==> src/rtl/kmc_misc_pkg.sv <==
// Shared constants for the KMC11 MISC register: MISC bit positions,
// timer-control field positions and the timer mode type.
package kmc_misc_pkg;

  localparam int MISC_IRQ     = 7;
  localparam int MISC_VECT    = 6;
  localparam int MISC_LAT     = 5;
  localparam int MISC_TMR     = 4;
  localparam int MISC_BAEO_HI = 3;
  localparam int MISC_BAEO_LO = 2;
  localparam int MISC_ACLO    = 1;
  localparam int MISC_NXM     = 0;

  localparam int TCR_START  = 7;
  localparam int TCR_MODE   = 6;
  localparam int TCR_STOP   = 5;
  localparam int TCR_CLR    = 4;
  localparam int TCR_IDX_HI = 2;
  localparam int TCR_IDX_LO = 0;

  typedef enum logic {
    ONESHOT  = 1'b0,
    PERIODIC = 1'b1
  } tmode_t;

endpackage

==> src/rtl/kmc_misc_timer.sv <==
// One programmable interval timer channel: down-counter, one-shot/periodic
// mode and a sticky expiry flag.
module kmc_misc_timer
  import kmc_misc_pkg::*;
#(
  parameter int              CNTW  = 12,
  parameter logic [CNTW-1:0] TICKS = CNTW'(5)
) (
  input  logic   clk,
  input  logic   rst,
  input  logic   start,
  input  tmode_t mode,
  input  logic   stop,
  input  logic   clr,
  output logic   done,
  output logic   texp
);

  logic [CNTW-1:0] count;
  tmode_t          mode_q;
  logic            last;
  logic            expire;

  assign last   = (count == CNTW'(1));
  // A stop issued on the final count cancels the expiry.
  assign expire = last & ~stop;
  assign done   = (count == '0);

  // Counter, mode and sticky expiry flag.
  always_ff @(posedge clk) begin
    if (rst) begin
      count  <= '0;
      mode_q <= ONESHOT;
      texp   <= 1'b0;
    end else begin
      if (stop) begin
        count <= '0;
      end else if (start) begin
        count  <= TICKS;
        mode_q <= mode;
      end else if (last) begin
        count <= (mode_q == PERIODIC) ? TICKS : '0;
      end else if (count != '0) begin
        count <= count - CNTW'(1);
      end else begin
        count <= count;
      end

      if (expire) begin
        texp <= 1'b1;
      end else if (clr) begin
        texp <= 1'b0;
      end else begin
        texp <= texp;
      end
    end
  end

endmodule

==> src/rtl/kmc_misc_gen.sv <==
// KMC11 MISC register with a bank of interval timers and a held interrupt
// request, loaded from the ALU bus on MISC clock enables.
module kmc_misc_gen
  import kmc_misc_pkg::*;
#(
  parameter int CLKFRQ    = 50000000,
  parameter int NTIMER    = 2,
  parameter int PERIOD_US = 50,
  parameter int CNTW      = 12
) (
  input  logic              clk,
  input  logic              rst,
  input  logic              kmcINIT,
  input  logic              kmcMISCCLKEN,
  input  logic              kmcLDMISC,
  input  logic              kmcLDTCR,
  input  logic [7:0]        kmcALU,
  input  logic              kmcSETNXM,
  input  logic              kmcIRQACK,
  output logic              kmcSETIRQ,
  output logic [7:0]        kmcMISC,
  output logic [NTIMER-1:0] kmcTDONE,
  output logic [NTIMER-1:0] kmcTEXP
);

  // 64-bit product: the default 50 us at 50 MHz overflows 32 bits.
  localparam longint          TICKS_L = longint'(PERIOD_US) * longint'(CLKFRQ) / 64'sd1000000;
  localparam logic [CNTW-1:0] TICKS   = CNTW'(TICKS_L);

  if (TICKS_L < 64'sd2 || TICKS_L >= (64'sd1 <<< CNTW)) begin : g_ticks_bad
    $error("kmc_misc_gen: TICKS must be >= 2 and fit in CNTW bits");
  end
  if (NTIMER < 1 || NTIMER > 8) begin : g_ntimer_bad
    $error("kmc_misc_gen: NTIMER must be 1..8");
  end

  logic       rst_all;
  logic       ld;
  logic       tc;
  logic [2:0] tc_idx;
  logic       irq;
  logic       vect;
  logic       lat;
  logic [1:0] baeo;
  logic       aclo;
  logic       nxm;

  assign rst_all = rst | kmcINIT;
  assign ld      = kmcMISCCLKEN & kmcLDMISC;
  assign tc      = kmcMISCCLKEN & kmcLDTCR;
  assign tc_idx  = kmcALU[TCR_IDX_HI:TCR_IDX_LO];

  assign kmcSETIRQ = ld & kmcALU[MISC_IRQ] & ~irq;
  assign kmcMISC   = {irq, vect, lat, kmcTDONE[0], baeo, aclo, nxm};

  // MISC bits and the held interrupt request.
  always_ff @(posedge clk) begin
    if (rst_all) begin
      irq  <= 1'b0;
      vect <= 1'b0;
      lat  <= 1'b0;
      baeo <= 2'b00;
      aclo <= 1'b0;
      nxm  <= 1'b0;
    end else begin
      if (ld) begin
        vect <= kmcALU[MISC_VECT];
        lat  <= kmcALU[MISC_LAT];
        baeo <= kmcALU[MISC_BAEO_HI:MISC_BAEO_LO];
        aclo <= kmcALU[MISC_ACLO];
      end else begin
        vect <= vect;
        lat  <= lat;
        baeo <= baeo;
        aclo <= aclo;
      end

      if (kmcSETNXM) begin
        nxm <= 1'b1;
      end else if (ld) begin
        nxm <= kmcALU[MISC_NXM];
      end else begin
        nxm <= nxm;
      end

      if (ld & kmcALU[MISC_IRQ]) begin
        irq <= 1'b1;
      end else if (kmcIRQACK) begin
        irq <= 1'b0;
      end else begin
        irq <= irq;
      end
    end
  end

  for (genvar i = 0; i < NTIMER; i++) begin : g_tmr
    logic   sel;
    logic   start;
    logic   stop;
    logic   clr;
    tmode_t mode;

    // A MISC load with bit 4 set is a one-shot start of timer 0 unless a TC owns the timers.
    assign sel   = tc & (tc_idx == 3'(i));
    assign start = sel ? kmcALU[TCR_START] : ((i == 0) & ~tc & ld & kmcALU[MISC_TMR]);
    assign stop  = sel & kmcALU[TCR_STOP];
    assign clr   = sel & kmcALU[TCR_CLR];
    assign mode  = (sel & kmcALU[TCR_MODE]) ? PERIODIC : ONESHOT;

    kmc_misc_timer #(
      .CNTW  (CNTW),
      .TICKS (TICKS)
    ) u_timer (
      .clk   (clk),
      .rst   (rst_all),
      .start (start),
      .mode  (mode),
      .stop  (stop),
      .clr   (clr),
      .done  (kmcTDONE[i]),
      .texp  (kmcTEXP[i])
    );
  end

endmodule

==> config.mk <==
export PLATFORM = sky130hd
export DESIGN_NAME = kmc_misc_gen
export DESIGN_NICKNAME = d
export VERILOG_FILES = /design/src/rtl/kmc_misc_pkg.sv /design/src/rtl/kmc_misc_timer.sv /design/src/rtl/kmc_misc_gen.sv
export SDC_FILE = /design/constraint.sdc
export NUM_CORES = 1
export LEC_CHECK = 0
export ABC_AREA = 1
export ABC_CLOCK_PERIOD_IN_PS = 4380
export BUFFER_PORTS_ARGS = -buffer_cell sky130_fd_sc_hd__buf_2
export CAP_MARGIN = 20
export CORE_MARGIN = 4
export CORE_UTILIZATION = 30
export DETAILED_ROUTE_END_ITERATION = 10
export PLACE_DENSITY_LB_ADDON = 0.08
export SLEW_MARGIN = 20
export SYNTH_ARGS = -nofsm -noshare
export SYNTH_HDL_FRONTEND = slang
export SYNTH_SLANG_ARGS = --single-unit
export TNS_END_PERCENT = 20
==> constraint.sdc <==
create_clock -name clk -period 4.38 [get_ports clk]
set_input_delay 0.657 -clock clk [delete_from_list [all_inputs] [get_ports clk]]
set_output_delay 0.657 -clock clk [all_outputs]
set_load 0.02 [all_outputs]
==> results.txt, run 1 <==
The number of vias after detailed routing is 1914. The worst-case clock skew came out at 0.00568 ns. The total clock buffers created by CTS is 5.

The insertion delay of the later-clocked pin in the worst-skew pair is 0.29 ns. The number of antenna violations at the first check in global routing came to 0. TritonCTS built the clock tree. The basic-gate share of the synthesized area counting and, or, nand and nor cells came out at 41.4%. In this run the worst hold path is classified as flip-flop to flip-flop. The global-route wire length before repair came out at 8350 um. The final count of pins violating max slew is 0.

The net count of the finished layout is roughly 370. The number of fillers in the final layout came out at 786. The pin count of the biggest net entering global routing came out at 13.

The maximum count of clock buffers along a single path is 2. The number of nets in the synthesized netlist is 348. The clock edge transition at the registers on the reported setup and hold paths is 0.07 ns.

In the routed layout, each cell is associated on average with a via count of around 4.3. The slew at the pin closest to its max-slew limit is 0.668 ns. The required time at the endpoint of the critical path is around 3.7 ns. The worst setup path is launched from a flip-flop. In this run the remaining antenna-violating nets after routing total 0.

The signal arrival time at the worst endpoint came out at 1.66 ns. After layout, the worst setup slack is 2.07 ns. The total routed wirelength came out at 4900 um. The Yosys warning count is 0. The synthesized netlist contains 27 unique library cells. The first detailed-routing pass took 4 iterations. The count of state elements after synthesis is 35. In this run the clock root is driven by a sky130_fd_sc_hd__clkbuf_8. In the finished design, the share of the clock period the worst path needs comes to 52.9%. The tightest slew margin relative to the limit is 55.3%. The die covers 0.00854 mm^2. The post-synth design cell area came out at 0.00214 mm^2. Counting tap cells, the placed design contains a total of 441 instances. The floorplan step set the die height to around 92 um.

The post-layout instance count excluding filler cells came out at 449. For this run, design rule violations remaining after detail routing come to 0. Of the post-synthesis cell area, the part taken by muxes is 0%. Timing would allow up to around 0.43 GHz. The XOR/XNOR share of the synthesized area is 2.05%. The run finished with clean final reports. The detailed-placement wirelength estimate is 4010 um. Post-CTS repair changed the size of 0 cells. The highest fanout seen on the critical path came out at 7.

The portion of the post-synthesis area used by sequential elements is 32.8%. Across the whole layout, storage elements account for 701 um^2. The hold violation total from the final report was 0. The number of clock sinks is 35. The post-CTS setup buffer count came out at 0. After synthesis, the largest family of logic cells by area is simple AND/OR/NAND/NOR gates.

The area growth from synthesis to final layout came out at 13.2%. The share of final-layout standard cells stronger than drive strength 1 came out at approximately a fifth. The global placer's final weighted congestion is 0.810.

Max-cap violations in this run came to 0. The total number of H-tree levels came out at 2. Global routing used between 10% and 20% of the available tracks. The class of the most critical setup path is flip-flop to primary output. The synthesized instance count came out at 328.

Setup repair after global routing left no endpoint under its margin. The number of hold-repair buffers added at the cts stage is 0. The floorplan step set the die width to about 90 um. The final setup violation count is 0. The wire length per cell came out at 10.9 um.

The floorplan has 30 rows. For this run, the slowest stage of the critical path takes around 0.32 ns. The cell with the largest stage delay on the worst path is sky130_fd_sc_hd__dfxtp_1. The repair_antennas step left the layout with diodes totalling 0.

The minimum clock period came out at between 2 and 2.5 ns. The area of combinational cells with multiple inputs came out at 0.00117 mm^2. The complex-gate fraction of the synthesized area came out at 8.84%. The detailed router's first-iteration violation count came out at 77. Adding up every negative setup slack in the final design gives 0 ns. During placement, the flow inserted port buffers numbering 28. The worst setup path is captured at a primary output. Averaged over all synthesized cells, the footprint is 6.52 um^2. Walking the worst path, the cells encountered are inv_1 > ha_1 > nand2_1 > nor2_2 > nand2_2 > inv_1 > buf_2.

Once the floorplan was initialized, standard cells occupied 31.1% of the core. The core occupancy in the finished layout is 35.2%. The synthesized-area fraction occupied by adder cells came out at about 2.3%. The worst slack at placement is 2.30 ns. The most used cell along the critical path is sky130_fd_sc_hd__inv_1. Pin placement for this block handled 29 I/O pins.

The via count of the first global-routing pass came out at 1781. The area inside the core boundary is ~0.0069 mm^2. The residual overflow from global routing came out at 0.
## critical path: cells and delay by family (launching register included)
kind	cells	cell delay, ns
flip-flops	1	0.32
AND/OR/NAND/NOR	3	0.44
buffers and inverters	3	0.38
adder cells (fa/ha/maj)	1	0.24
## metal layers
metal / wire [um] / part of all wire, % / global-route usage [%] / vias to the layer above
met5: 0 / 0 / 0 / -
met4: 44 / 0.90 / 3.71 / 0
met3: 203 / 4.1 / 3.41 / 5
met2: 2050 / 42 / 18.1 / 37
met1: 2590 / 53 / 17.2 / 809
li1: - / - / - / 1063
## layout by cell type (no fill, tap or decap), types with 2 or more instances in the layout
master	synthesis	layout
sky130_fd_sc_hd__nand2_1	71	71
sky130_fd_sc_hd__nor2_2	7	7
sky130_fd_sc_hd__nand3_1	29	29
sky130_fd_sc_hd__buf_2	0	28
sky130_fd_sc_hd__nor3_1	2	2
sky130_fd_sc_hd__or2_2	2	2
sky130_fd_sc_hd__inv_1	46	46
sky130_fd_sc_hd__xor2_1	2	2
sky130_fd_sc_hd__clkbuf_8	0	7
sky130_fd_sc_hd__nor2_1	55	55
sky130_fd_sc_hd__nand4_1	7	7
sky130_fd_sc_hd__ha_1	4	4
sky130_fd_sc_hd__inv_2	5	5
sky130_fd_sc_hd__nand2_2	5	5
sky130_fd_sc_hd__dfxtp_1	35	35
sky130_fd_sc_hd__nor2_4	3	3
sky130_fd_sc_hd__xnor2_1	3	3
sky130_fd_sc_hd__o21ai_0	14	14
sky130_fd_sc_hd__nand2_4	3	3
sky130_fd_sc_hd__a21oi_1	17	17
## cell type report
class	count	area share (%)
multi-input combinational	231	48.2
sequential	35	29.0
inverter	51	7.91
timing repair buffer	28	5.79
tap	96	4.96
clock buffer	8	4.14
## cells in the mapped netlist
| cell type | number | area (um^2) |
|---|---|---|
| sky130_fd_sc_hd__a31o_2 | 1 | 8.76 |
| sky130_fd_sc_hd__nand2_2 | 5 | 31.3 |
| sky130_fd_sc_hd__o21ai_4 | 1 | 16.3 |
| sky130_fd_sc_hd__nand3_2 | 1 | 10.0 |
| sky130_fd_sc_hd__xor2_1 | 2 | 17.5 |
| sky130_fd_sc_hd__clkbuf_1 | 1 | 3.75 |
| sky130_fd_sc_hd__nor2_1 | 55 | 206 |
| sky130_fd_sc_hd__nand2_4 | 3 | 33.8 |
| sky130_fd_sc_hd__inv_2 | 5 | 18.8 |
| sky130_fd_sc_hd__xnor2_1 | 3 | 26.3 |
| sky130_fd_sc_hd__a21oi_1 | 17 | 85.1 |
| sky130_fd_sc_hd__or2_2 | 2 | 12.5 |
| sky130_fd_sc_hd__nand3_4 | 1 | 17.5 |
| sky130_fd_sc_hd__nand2_1 | 71 | 267 |
| sky130_fd_sc_hd__inv_1 | 46 | 173 |
| sky130_fd_sc_hd__nor3_2 | 1 | 10.0 |
| sky130_fd_sc_hd__o21ai_2 | 1 | 8.76 |
| sky130_fd_sc_hd__nor2_4 | 3 | 33.8 |
| sky130_fd_sc_hd__buf_4 | 10 | 75.1 |
| sky130_fd_sc_hd__nor2_2 | 7 | 43.8 |
| sky130_fd_sc_hd__dfxtp_1 | 35 | 701 |
| sky130_fd_sc_hd__nor3_1 | 2 | 10.0 |
| sky130_fd_sc_hd__nand4_1 | 7 | 43.8 |
| sky130_fd_sc_hd__nand3_1 | 29 | 145 |
| sky130_fd_sc_hd__nor2_8 | 1 | 20.0 |
| sky130_fd_sc_hd__o21ai_0 | 14 | 70.1 |
| sky130_fd_sc_hd__ha_1 | 4 | 50.1 |
## cell families (layout without fill, tap and decap cells)
family	after synthesis	in the layout
flip-flops	35	35
buffers and inverters	62	87
XOR/XNOR	5	5
AND/OR/NAND/NOR	188	188
adder cells (fa/ha/maj)	4	4
AO/OA/AOI/OAI	34	34
## sequential cells by signal (all words and copies together), names as in the netlist
| register | cells |
|---|---|
| nxm | 1 |
| g_tmr.u_timer.mode_q | 2 |
| lat | 1 |
| g_tmr.u_timer.texp | 2 |
| aclo | 1 |
| baeo | 2 |
| vect | 1 |
| irq | 1 |
| g_tmr.u_timer.count | 24 |
## through the flow
step / hold slack [ns] / area, um^2
after floorplan: 0.430 / 2140
after global placement: 0.449 / 2320
after detailed placement: 0.457 / 2320
after CTS: 0.467 / 2420
after global routing: 0.484 / 2420
final: 0.457 / 2420
## path summary, 6_finish.rpt
check,startpoint,endpoint,slack (ns),cells past startpoint
worst min-delay path,g_tmr[1].u_timer.mode_q,g_tmr[1].u_timer.mode_q,0.46,2
worst max-delay path,g_tmr[1].u_timer.count[0],kmcTDONE[1],2.07,7
worst max register to register,g_tmr[1].u_timer.count[0],g_tmr[1].u_timer.count[11],2.75,8
worst min register to register,g_tmr[1].u_timer.mode_q,g_tmr[1].u_timer.mode_q,0.46,2
Power of run 1 is not shown: default switching activity piles up to over one toggle a cycle in this logic, so the estimate is an artifact.
==> run 2: changes to the inputs <==
--- a/config.mk
+++ b/config.mk
@@ -5,8 +5,8 @@
 export SDC_FILE = /design/constraint.sdc
 export NUM_CORES = 1
 export LEC_CHECK = 0
-export ABC_AREA = 1
-export ABC_CLOCK_PERIOD_IN_PS = 4380
+export ABC_AREA = 0
+export ABC_CLOCK_PERIOD_IN_PS = 2100
 export BUFFER_PORTS_ARGS = -buffer_cell sky130_fd_sc_hd__buf_2
 export CAP_MARGIN = 20
 export CORE_MARGIN = 4
==> constraint.sdc (replaced) <==
create_clock -name clk -period 2.1 [get_ports clk]
set_input_delay 0.315 -clock clk [delete_from_list [all_inputs] [get_ports clk]]
set_output_delay 0.315 -clock clk [all_outputs]
set_load 0.02 [all_outputs]
==> run 2 against run 1 <==
Synthesized area decreased by 5.6%. Count of clock-buffer cells in the layout decreased by 2. Clock skew about the same. Routed wire length decreased by 5.3%. Non-clock buffer count increased by 12. Sequential cell count unchanged. Critical path depth decreased by 1. Sequential share of layout area increased by 1.2 points. Hold slack got worse by 0.21 ns. Synthesized cell count decreased by 28%. Via count decreased by 9.1%. Critical endpoint is now kmcTDONE[0]. Largest cell class unchanged.
==> results.txt, run 2 <==
Setup repair after global routing left no endpoint under its margin. The starting utilization of the core area is 31.3% (+0.14 points). The post-synth design cell area is 0.00202 mm^2 (-5.6%). The count of state elements after synthesis was 35 (unchanged). The top flip-flop cell by instance count after synthesis is sky130_fd_sc_hd__dfxtp_1. Counting flops per register, the top entry is g_tmr.u_timer.count. The largest total area in the synthesized netlist belongs to sky130_fd_sc_hd__dfxtp_1. The total routed wirelength came to 4640 um (-5.3%).

Leaving out fill and tap cells, the most frequent cell in the layout is sky130_fd_sc_hd__dfxtp_1. The number of clock sinks is 35 (unchanged). In this run the worst setup path begins at g_tmr[0].u_timer.count[0].

The area inside the core boundary came out at 0.00646 mm^2 (-6.0%). The DRC violation count after routing is 0 (unchanged). The tightest slew margin relative to the limit came out at 69.4% (+14 points). The die boundary height came to 90.0 um (-2.6%). The flow ran to the end, and the final reports show no timing, DRC or antenna violations.

The commonest cells after synthesis are sky130_fd_sc_hd__dfxtp_1 (35), sky130_fd_sc_hd__nor2_1 (24), sky130_fd_sc_hd__a21oi_1 (21), sky130_fd_sc_hd__nand2_1 (17), sky130_fd_sc_hd__nand3_1 (14). The critical path capture point type is a primary output. The clock share of power is about a tenth. The share of final-layout standard cells stronger than drive strength 1 is 23.4% (+4.4 points). The highest ir drop seen on vdd is 0.000707 V. Subtracting the final worst setup slack from the clock period gives 1.91 ns. The residual overflow from global routing is 0 (unchanged).

The area fraction of the dominant cell type after synthesis came out at 34.7% (+1.9 points). The synthesized area per cell is 8.56 um^2 (+31%). In the layout the commonest cells are sky130_fd_sc_hd__dfxtp_1 (35), sky130_fd_sc_hd__buf_2 (28), sky130_fd_sc_hd__nor2_1 (24), sky130_fd_sc_hd__a21oi_1 (21), sky130_fd_sc_hd__nand2_1 (17). The slew at the pin closest to its max-slew limit is 0.456 ns (-0.212 ns). The number of rows in the core area is 29 (-3.3%).

CTS placed an instance of sky130_fd_sc_hd__clkbuf_8 at the clock tree root. The worst hold slack after final layout was 0.250 ns (-0.207 ns). In this run the worst hold path is classified as primary input to flip-flop.

The count of input and output buffers came out at 28 (unchanged). The switching part of the total came out at 45.1%. The number of vias per cell is 5.08 (+19%).

The detailed-router iteration count before antenna repair is 4 (unchanged). The number of nets in the synthesized netlist came out at 256 (-26%). The die outline width was 90.0 um (-2.6%). The number of antenna violations at the first check in global routing came out at 0 (unchanged). The number of nets in the layout came to 286 (-23%). The synthesized instance count is 236 (-28%). The sequential share of power came out at 25.4%.

For this design the ratio of total power to cell area is 1870 mW/mm^2. The number of synthesized flops with an enable pin is 0 (unchanged). The sum of negative setup slack is 0 ns (unchanged).

The antenna violation net count after detailed routing came out at 0 (unchanged). The hold violation total from the final report is 0 (unchanged). The floorplan die area came out at 0.00811 mm^2 (-5.1%). The wire length per cell is 13.6 um (+24%). The total of max-cap violations is 0 (unchanged). The final period utilization is 91.2%. The total clock buffers created by CTS is 5 (unchanged).

The worst setup path is launched from a flip-flop. The static leakage came out at 0.942 nW. The global placer's final weighted congestion came to 0.762 (-5.9%).

The maximum count of clock buffers along a single path is 2 (unchanged). The clock edge transition at the registers on the reported setup and hold paths came out at 0.06 ns (about the same). The post-synthesis async set-or-reset flop share was 0% (unchanged). The via count of the first global-routing pass came out at 1705 (-4.3%). The global-route wire length before repair was 8330 um (-0.25%). The number of vias after detailed routing is 1739 (-9.1%). The maximum frequency from static timing analysis is 0.522 GHz. The total track usage is 12.2% (about the same). The required time at the endpoint of the critical path is 1.78 ns (-1.94 ns). The total number of H-tree levels came out at 2 (unchanged). In this run the critical register-to-register path is launched from g_tmr[0].u_timer.count[0]. The number of top-level pins is 29 (unchanged). The worst hold path begins at kmcSETNXM. The critical path is of the flip-flop to primary output type. The number of hold-repair buffers added at the cts stage was 0 (unchanged). Summed over all nets, the switching power comes to 1.96 mW. The signal arrival time at the worst endpoint is 1.60 ns (-0.06 ns). The Yosys warning count is 0 (unchanged).

The insertion delay of the later-clocked pin in the worst-skew pair came out at 0.28 ns (about the same). The number of flip-flops under the largest register name is 24 (unchanged). The detailed-placement wirelength estimate came to 3600 um (-10%). The worst-case clock skew was 0.00591 ns (+0.000222 ns). TritonCTS built the clock tree. The detailed router's first-iteration violation count was 43 (-44%). The internal power came out at around 2.4 mW. The highest fanout seen on the critical path is 5 (-2). The pin count of the biggest net entering global routing is 13 (unchanged).

The power share of the combinational group is between 60% and 70%. The final setup violation count is 0 (unchanged). Ranked by total cell area, the synthesized netlist is headed by sky130_fd_sc_hd__dfxtp_1 (35%), sky130_fd_sc_hd__a21oi_1 (5.2%), sky130_fd_sc_hd__nor2_1 (4.5%).

The distinct cell type count of the synthesized netlist came out at 52 (+93%). The area growth from synthesis to final layout is 14.9%. The portion of the post-synthesis area used by sequential elements came out at 34.7% (+1.9 points). The number of diodes added for antenna fixing is 0 (unchanged). The final count of pins violating max slew came out at 0 (unchanged). The most common cell in the synthesized netlist is sky130_fd_sc_hd__dfxtp_1.
-- run 2: cell types whose count changed after synthesis, moves of 5 or more --
| cell | delta |
|---|---|
| sky130_fd_sc_hd__nor4_1 | +6 |
| sky130_fd_sc_hd__inv_2 | -5 |
| sky130_fd_sc_hd__nor2_1 | -31 |
| sky130_fd_sc_hd__nor2_2 | -6 |
| sky130_fd_sc_hd__inv_1 | -36 |
| sky130_fd_sc_hd__o21ai_0 | -9 |
| sky130_fd_sc_hd__nand4_1 | -6 |
| sky130_fd_sc_hd__nor3_1 | +6 |
| sky130_fd_sc_hd__mux2i_1 | +8 |
| sky130_fd_sc_hd__nand2_1 | -54 |
| sky130_fd_sc_hd__nand2_2 | -5 |
| sky130_fd_sc_hd__nand3_1 | -15 |
-- run 2: final timing paths --
check,slack [ns],depth (start not counted),end
min reg2reg,0.46,2,baeo[0]
max reg2reg,0.20,6,g_tmr[0].u_timer.count[10]
min,0.25,3,nxm
max,0.19,6,kmcTDONE[0]
-- run 2: final cells by class --
type | count | area (um^2)
fillers | 708 | 4140
flip-flops and latches | 35 | 701
inverters | 10 | 37.5
repair buffers | 40 | 230
well taps | 77 | 96.3
multi-input cells | 174 | 1180
clock buffers | 6 | 72.6
-- run 2: what timing repair did --
action                                  in CTS  in global routing
buffers inserted                             0                  1
endpoints found under the setup margin       1                  5
gates resized for setup                      1                  2
gates cloned                                 0                  0
-- run 2: kinds of logic after synthesis --
kind of cell    synth area share, %
fa+ha+maj                      2.48
mux                            3.97
flops                          34.7
simple gates                   29.2
compound gates                 17.2
xor+xnor                       4.77
buf+inv                        7.62
-- run 2: worst max-delay path, cell delays in order, from the launching register on --
cell                      delay [ns]
sky130_fd_sc_hd__dfxtp_1        0.35
sky130_fd_sc_hd__inv_1          0.07
sky130_fd_sc_hd__ha_1           0.20
sky130_fd_sc_hd__nor3b_1        0.25
sky130_fd_sc_hd__nand3_1        0.19
sky130_fd_sc_hd__inv_1          0.10
sky130_fd_sc_hd__buf_2          0.16
-- run 2: metal layers --
layer  vias up  wire [um]  track usage [%]
met5         -          0                0
met4         0         43             3.83
met3         4        104             2.50
met2        21       2140             19.0
met1       808       2340             16.9
li1        906          -                -
-- run 2: stage by stage --
stage,instance area [um^2],power (mW),setup slack [ns],utilization [%],instances
after global routing,2320,4.79,0.0143,35.9,342
after detailed placement,2220,3.81,0.128,34.4,335
after CTS,2300,4.30,0.0440,35.6,341
after floorplan,2020,3.28,0.300,-,236
final,2320,4.34,0.186,35.9,342
after global placement,2220,3.86,0.213,34.4,335
-- run 2: power groups by stage --
stage	clock (mW)	combinational [mW]	sequential (mW)
finish	0.449	2.79	1.10
global route	0.497	3.16	1.14
CTS	0.471	2.73	1.10
detailed placement	0	2.70	1.11
global placement	0	2.74	1.12
floorplan	0	2.26	1.03
(Power assumes the default switching activity.)
